==> config.mk <==
export PLATFORM = sky130hd
export DESIGN_NAME = ring_token_arbiter
export DESIGN_NICKNAME = d
export VERILOG_FILES = /design/src/rtl/ring_pkg.sv /design/src/rtl/rr_pick.sv /design/src/rtl/ring_token_arbiter.sv
export SDC_FILE = /design/constraint.sdc
export NUM_CORES = 1
export LEC_CHECK = 0
export ABC_AREA = 1
export CAP_MARGIN = 20
export CORE_ASPECT_RATIO = 0.8
export CORE_MARGIN = 5
export CORE_UTILIZATION = 35
export DETAILED_ROUTE_END_ITERATION = 8
export PLACE_DENSITY = 0.95
export SYNTH_ARGS = -nofsm -noshare
export SYNTH_HDL_FRONTEND = slang
export SYNTH_HIERARCHICAL = 1
export SYNTH_SLANG_ARGS = --single-unit
==> constraint.sdc <==
create_clock -name clock -period 4.6 [get_ports clock]
set_clock_uncertainty 0.15 [all_clocks]
set_input_delay 1.38 -clock clock [delete_from_list [all_inputs] [get_ports clock]]
set_output_delay 1.38 -clock clock [all_outputs]
set_load 0.03 [all_outputs]
==> src/rtl/ring_pkg.sv <==
// Shared ring definitions: slot-type encodings, ring field widths and the
// local token arbiter's state encoding.
package ring_pkg;

    localparam int unsigned PayloadW = 32;
    localparam int unsigned TypeW    = 4;
    localparam int unsigned SourceW  = 4;
    localparam int unsigned LenW     = 4;

    typedef enum logic [TypeW-1:0] {
        SlotEmpty   = 4'h0,
        SlotBarrier = 4'h1,
        SlotMessage = 4'h2,
        SlotLock    = 4'h3
    } slot_type_e;

    typedef enum logic [1:0] {
        StIdle,
        StWaitToken,
        StDrive
    } arb_state_e;

endpackage

==> src/rtl/rr_pick.sv <==
// Combinational round-robin picker: lowest requesting index at or after ptr,
// wrapping past NCLIENTS-1 back to 0.
module rr_pick #(
    parameter int unsigned NCLIENTS = 4,
    parameter int unsigned IW       = $clog2(NCLIENTS)
) (
    input  logic [NCLIENTS-1:0] want,
    input  logic [IW-1:0]       ptr,
    output logic [IW-1:0]       winner,
    output logic                valid
);

    always_comb begin
        int unsigned idx;
        idx    = 0;
        winner = '0;
        valid  = 1'b0;
        for (int unsigned k = 0; k < NCLIENTS; k++) begin
            idx = 32'(ptr) + k;
            if (idx >= NCLIENTS) begin
                idx = idx - NCLIENTS;
            end
            if (!valid && want[IW'(idx)]) begin
                valid  = 1'b1;
                winner = IW'(idx);
            end
        end
    end

endmodule

==> src/rtl/ring_token_arbiter.sv <==
// Shares the node's ring token among local clients: round-robin pick, one token
// request per burst, and muxing of the winner's slots onto the ring.
module ring_token_arbiter
    import ring_pkg::*;
#(
    parameter  int unsigned NCLIENTS = 4,
    localparam int unsigned IW       = $clog2(NCLIENTS)
) (
    input  logic                         clock,
    input  logic                         reset,
    input  logic [SourceW-1:0]           whichCore,
    input  logic [NCLIENTS-1:0]          clientWant,
    input  logic [LenW*NCLIENTS-1:0]     clientLen,
    input  logic [PayloadW*NCLIENTS-1:0] clientRingOut,
    input  logic [TypeW*NCLIENTS-1:0]    clientSlotType,
    output logic [NCLIENTS-1:0]          clientGrant,
    output logic                         ringWantsToken,
    input  logic                         ringAcquireToken,
    output logic                         ringDriveRing,
    output logic [PayloadW-1:0]          ringOut,
    output logic [TypeW-1:0]             ringSlotTypeOut,
    output logic [SourceW-1:0]           ringSourceOut,
    output logic                         ringReleaseToken
);

    arb_state_e      state_q;
    logic [IW-1:0]   ptr_q;
    logic [IW-1:0]   winner_q;
    logic [LenW-1:0] remaining_q;

    logic [IW-1:0]   pick_winner;
    logic            pick_valid;
    logic [LenW-1:0] pick_len;
    logic [IW-1:0]   next_ptr;
    logic            drive;
    logic            last_slot;

    rr_pick #(
        .NCLIENTS (NCLIENTS),
        .IW       (IW)
    ) u_rr_pick (
        .want   (clientWant),
        .ptr    (ptr_q),
        .winner (pick_winner),
        .valid  (pick_valid)
    );

    assign pick_len  = clientLen[int'(pick_winner)*LenW +: LenW];
    assign next_ptr  = (winner_q == IW'(NCLIENTS - 1)) ? '0 : winner_q + 1'b1;
    // First slot goes out in the acquire cycle itself, so drive is not purely state.
    assign drive     = (state_q == StDrive) || ((state_q == StWaitToken) && ringAcquireToken);
    assign last_slot = (remaining_q == LenW'(1));

    always_ff @(posedge clock or negedge reset) begin
        if (!reset) begin
            state_q     <= StIdle;
            ptr_q       <= '0;
            winner_q    <= '0;
            remaining_q <= '0;
        end else begin
            unique case (state_q)
                StIdle: begin
                    if (pick_valid) begin
                        winner_q    <= pick_winner;
                        remaining_q <= (pick_len == '0) ? LenW'(1) : pick_len;
                        state_q     <= StWaitToken;
                    end
                end
                StWaitToken: begin
                    if (ringAcquireToken) begin
                        remaining_q <= remaining_q - LenW'(1);
                        if (last_slot) begin
                            state_q <= StIdle;
                            ptr_q   <= next_ptr;
                        end else begin
                            state_q <= StDrive;
                        end
                    end
                end
                StDrive: begin
                    remaining_q <= remaining_q - LenW'(1);
                    if (last_slot) begin
                        state_q <= StIdle;
                        ptr_q   <= next_ptr;
                    end
                end
                default: state_q <= StIdle;
            endcase
        end
    end

    always_comb begin
        clientGrant      = '0;
        ringOut          = '0;
        ringSlotTypeOut  = '0;
        ringSourceOut    = '0;
        ringDriveRing    = drive;
        ringReleaseToken = drive && last_slot;
        ringWantsToken   = (state_q == StWaitToken);
        if (drive) begin
            clientGrant[winner_q] = 1'b1;
            ringOut               = clientRingOut[int'(winner_q)*PayloadW +: PayloadW];
            ringSlotTypeOut       = clientSlotType[int'(winner_q)*TypeW +: TypeW];
            ringSourceOut         = whichCore;
        end
    end

endmodule
# [After elaboration in Yosys (flattened, before gate mapping)]
# Index checks and enable logic that the tools add are counted.
# W data, S select, Z words.
[op_classes] n_addsub=9 n_lt_le_gt_ge=10 n_eq_ne=7 shift=3 muxes=39 reduce_logical=18
[ops] cell="$shiftx A128 B8 Y32" n=1
[ops] cell="$mux W32" n=1
[ops] cell="$shiftx A16 B5 Y4" n=2
[ops] cell="$mux W2" n=15
[ops] cell="$mux W4" n=6
[ops] cell="$lt A2 B3 Y1 const B" n=5
[ops] cell="$pmux W4 S3" n=1
[ops] cell="$ge A3 B3 Y1 const B" n=3
[ops] cell="$mux W1" n=9
[ops] cell="$bmux W1 S2" n=4
[ops] cell="$sub A2 B1 Y2 const B" n=4
[ops] cell="$add A2 B2 Y3 const B" n=2
[ops] cell="$logic_and A1 B1 Y1" n=6
[ops] cell="$pmux W2 S3" n=1
[ops] cell="$reduce_and A3 Y1" n=2
[ops] cell="$eq A2 B2 Y1 const B" n=2
[ops] cell="$eq A4 B1 Y1 const B" n=1
[ops] cell="$logic_not A4 Y1" n=1
[ops] cell="$ne A2 B2 Y1 const B" n=2
[ops] cell="$pmux W2 S2" n=1
[ops] cell="$reduce_and A2 Y1" n=2
[ops] cell="$sub A4 B1 Y4 const B" n=1
[ops] cell="$add A2 B1 Y3 const B" n=1
[ops] cell="$ge A2 B3 Y1 const B" n=1
[ops] cell="other kinds (10)" n=12
[word_totals] regBits=10 input_bits=171 out_inout_bits=47 wordCells=90

# [Longest topological paths before layout]
# Gate-level depths: netlist of the first run.
[logic_depth] depth_word=19 depth_mapped=19 ltp_nobuf=18

# [Modules after synthesis]
# The synthesis of the first run kept the hierarchy.
[by_module_without_submodules] module="ring_token_arbiter" n_inst=1 cells_each=413 area_per_inst_um2=2110.8 seq_area_each_um2=250.2
[by_module_without_submodules] module="rr_pick" n_inst=1 cells_each=59 area_per_inst_um2=319.1 seq_area_each_um2=0.0

# [Worst setup path after synthesis of the first run]
# Ideal clock, no wire load.
[synth_path] path_type="input-to-output" start="in ringAcquireToken" end="out ringOut[10]" arrival_time_ns=2.157 slack_ns=0.913 cell_stages=3 path_buffers=1 cell_sequence="a21oi_2 buf_2 a21oi_1"
[synth_via] elab_chain_len=3
[synth_lines] element="start, declared" line_no="ring_token_arbiter.sv:18" text="input logic ringAcquireToken,"
[synth_lines] element="$logic_and A1 B1 Y1" line_no="ring_token_arbiter.sv:51" text="assign drive = (state_q == StDrive) || ((state_q == StWaitToken) && ringAcquireToken);"
[synth_lines] element="$logic_or A1 B1 Y1" line_no="ring_token_arbiter.sv:51"
[synth_lines] element="$mux W32" line_no="ring_token_arbiter.sv:100" text="if (drive) begin"
[synth_lines] element="end, declared" line_no="ring_token_arbiter.sv:20" text="output logic [PayloadW-1:0] ringOut,"
# No other way between the ends.

# [Worst setup path in the final report of the first run]
[layout_path] start="in ringAcquireToken" end="out ringOut[18]"
# The elaborated chain is that of the path after synthesis.

==> results of run 1 <==
## layer usage
layer | up-vias | part of all wire, % | track usage [%] | routed length [microns]
met5 | - | 0 | 0 | 0
li1 | 1901 | - | - | -
met4 | 0 | 3.4 | 7.76 | 389
met1 | 1689 | 36 | 25.8 | 4150
met2 | 189 | 51 | 45.6 | 5850
met3 | 36 | 9.7 | 7.06 | 1120
## registers in the layout, indices dropped and copies added, names as in the netlist
name         flops
winner_q         2
ptr_q            2
remaining_q      4
state_q          2
## critical path, stage by stage
cell and delay, ns:
clkdlybuf4s50_1 0.52, a21oi_4 0.08, buf_12 0.17, a21oi_1 0.17, clkdlybuf4s50_1 0.69
## layout make-up
class,count,area (sq um)
Inverter,34,128
Clock buffer,4,55.1
Tap cell,87,109
Fill cell,593,2160
Multi-Input combinational cell,399,1860
Timing Repair Buffer,222,2260
Sequential cell,10,251
## kinds of logic after synthesis
kind of cell             after synthesis  share of synthesized area [%]
buffers and inverters                 63                           13.4
multiplexers                           1                          0.463
adder cells (fa/ha/maj)                9                           4.63
flip-flops                            10                           10.3
AND/OR/NAND/NOR                      268                           45.8
XOR/XNOR                               2                          0.721
AO/OA/AOI/OAI                        119                           24.7
## metrics by stage
step	worst slack [ns]	hold slack [ns]
2_1_floorplan	0.913	0.341
3_3_place_gp	0.0809	0.363
3_5_place_dp	0.0371	0.397
4_1_cts	0.0346	0.411
5_1_grt	0.000274	0.424
6_report	0.0226	0.410
## final timing paths
kind,startpoint,end,slack (ns),cells past startpoint
hold / removal,remaining_q[3],remaining_q[3],0.41,2
max in group asynchronous,reset,winner_q[0],2.64,1
setup / recovery,ringAcquireToken,ringOut[18],0.02,5
hold reg to reg,remaining_q[3],remaining_q[3],0.41,2
min in group asynchronous,reset,remaining_q[0],1.32,1
setup reg to reg,ptr_q[0],remaining_q[0],2.00,18
## cells in the final DEF (no fill, tap or decap), types with 2 or more instances in the layout
cell type | Yosys | routed
clkbuf_8 | 1 | 4
buf_4 | 3 | 5
nand2_2 | 10 | 10
o21ai_1 | 4 | 4
inv_1 | 29 | 29
nor2_1 | 162 | 162
clkdlybuf4s50_1 | 0 | 201
ha_1 | 9 | 9
nand3_2 | 3 | 3
nand2_1 | 68 | 68
a21oi_1 | 39 | 39
dfrtp_1 | 10 | 9
dlymetal6s2s_1 | 0 | 14
o21ai_0 | 75 | 75
nand3_1 | 17 | 17
buf_12 | 0 | 2
nand2_4 | 3 | 3
inv_2 | 5 | 5
## where the power goes
group	total (mW)	internal, mW	switching [mW]
sequential	0.186	0.137	0.0488
clock	0.113	0.0755	0.0373
combinational	2.36	0.878	1.48
total	2.66	1.09	1.57
## timing repair
action	CTS	global route
endpoints found under the setup margin	0	14
resized for setup	0	14
endpoints found under the hold margin	0	0
buffers inserted	0	0
==> summary.md, run 1 <==
| Metric | Value |
|---|---|
| Status | complete, but fails checks |
| Failing checks | design-rule violations |
| Slew at the pin closest to its max-slew limit | 0.752 ns |
| Mean Syn Cell Area | 5.15 sq um |
| Grt ovf | 0 |
| H-tree levels | 1 |
| DP Wirelength | 9.15 mm |
| Ranking of synthesized cells by area | nor2_1 25%, o21ai_0 15%, nand2_1 11% |
| Max IR drop VDD | 356 uV |
| Ys async rst share | 100% |
| TritonCTS buffer count | 3 |
| Vias | 3815 |
| Tmin final | 4.58 ns |
| Crit end category | primary output |
| Number of synthesized register bits | 10 |
| Row count | 27 |
| Share of layout cells above drive strength 1 | 5.53% |
| Total die area | 8720 sq um |
| First DRT Iteration DRCs | 134 |
| GRT Util Overall | 24.4% |
| Drt via density | 5.05 |
| Max Root-Sink Buffers | 2 |
| Leak | 2.22 nW |
| Nets | 850 |
| Die height | 84.5 microns |
| Final Util | 68.4% |
| Power, Total | 2.66 mW |
| RePlAce Congestion | 1.00 |
| Area growth syn-to-layout | 92.1% |
| Setup violations, final | 0 |
| Placed Instances | 752 |
| Synth Net Count | 652 |
| Initial Util | 35.6% |
| IO Pins | 218 |
| Synth warn | 6 |
| Post-route DRC | 1 |
| CTS Sinks | 10 |
| Max_cap viols | 0 |
| Power Dens Cells | 570 nW/um^2 |
| Mapped Area | 2430 sq um |
| Drt first pass iters | 8 |
| Post-Route WL | 11.5 mm |
| Most used DFF post-synth | dfrtp_1 |
| Top-count cell post-synth | nor2_1 |
| Fin area | 4670 sq um |
| EDFF count, synth | 0 |
| Worst EP arrival | 3.05 ns |
| Antenna viol nets, final | 0 |
| Min-delay worst type | flop to flop |
| Tcrit/Tclk final | 99.5% |
| Die Span X | 103 microns |
| First-pass GRT wire length | 17.5 mm |
| CP Launch Type | primary input |
| Core area | 6820 sq um |
| Post-synth cell types | 29 |
| Routed len/inst | 15.2 microns |
| Non-filler instance count after layout | 756 |
| Worst skew pair latency | 0.24 ns |
| Root Buffer | clkbuf_8 |
| TNS Setup | 0 ns |
| Synth area leader | nor2_1 |
| Buffers on Ports | 217 |
| Crit path kind | primary input to primary output |
| Area after DPL | 4580 sq um |
| CTS tree | yes |
| Synth top area share | 25.0% |
| Slew HR | 49.8% |
| Final hold vios | 0 |
| WP data required | 3.07 ns |
| F_max | 218 MHz |
| Initial antenna violation count | 0 |
| Hold-fix buffers at CTS | 0 |
| Clk pin slew, worst setup/hold paths | 0.05 ns |
| Crit path max fanout | 40 |
| Vias in the first global route | 3871 |
| Largest net degree at the start of global routing | 76 |
| # diodes | 0 |
| Most frequent cells after synthesis | 162 x nor2_1, 75 x o21ai_0, 68 x nand2_1, 39 x a21oi_1, 29 x inv_1 |
| Post-synthesis sequential area ratio | 10.3% |
| Syn Inst Count | 472 |
| Unrepaired setup endpoints after global routing | no |
| Fin. max-slew vios | 0 |
(Power assumes the default switching activity.)
==> run 2: changes to the inputs <==
--- a/config.mk
+++ b/config.mk
@@ -11,6 +11,7 @@
 export CORE_MARGIN = 5
 export CORE_UTILIZATION = 35
 export DETAILED_ROUTE_END_ITERATION = 8
+export GPL_TIMING_DRIVEN = 1
 export PLACE_DENSITY = 0.95
 export SYNTH_ARGS = -nofsm -noshare
 export SYNTH_HDL_FRONTEND = slang
==> results of run 2 <==
Final layout, timing and power as in run 1 (identical DEF).
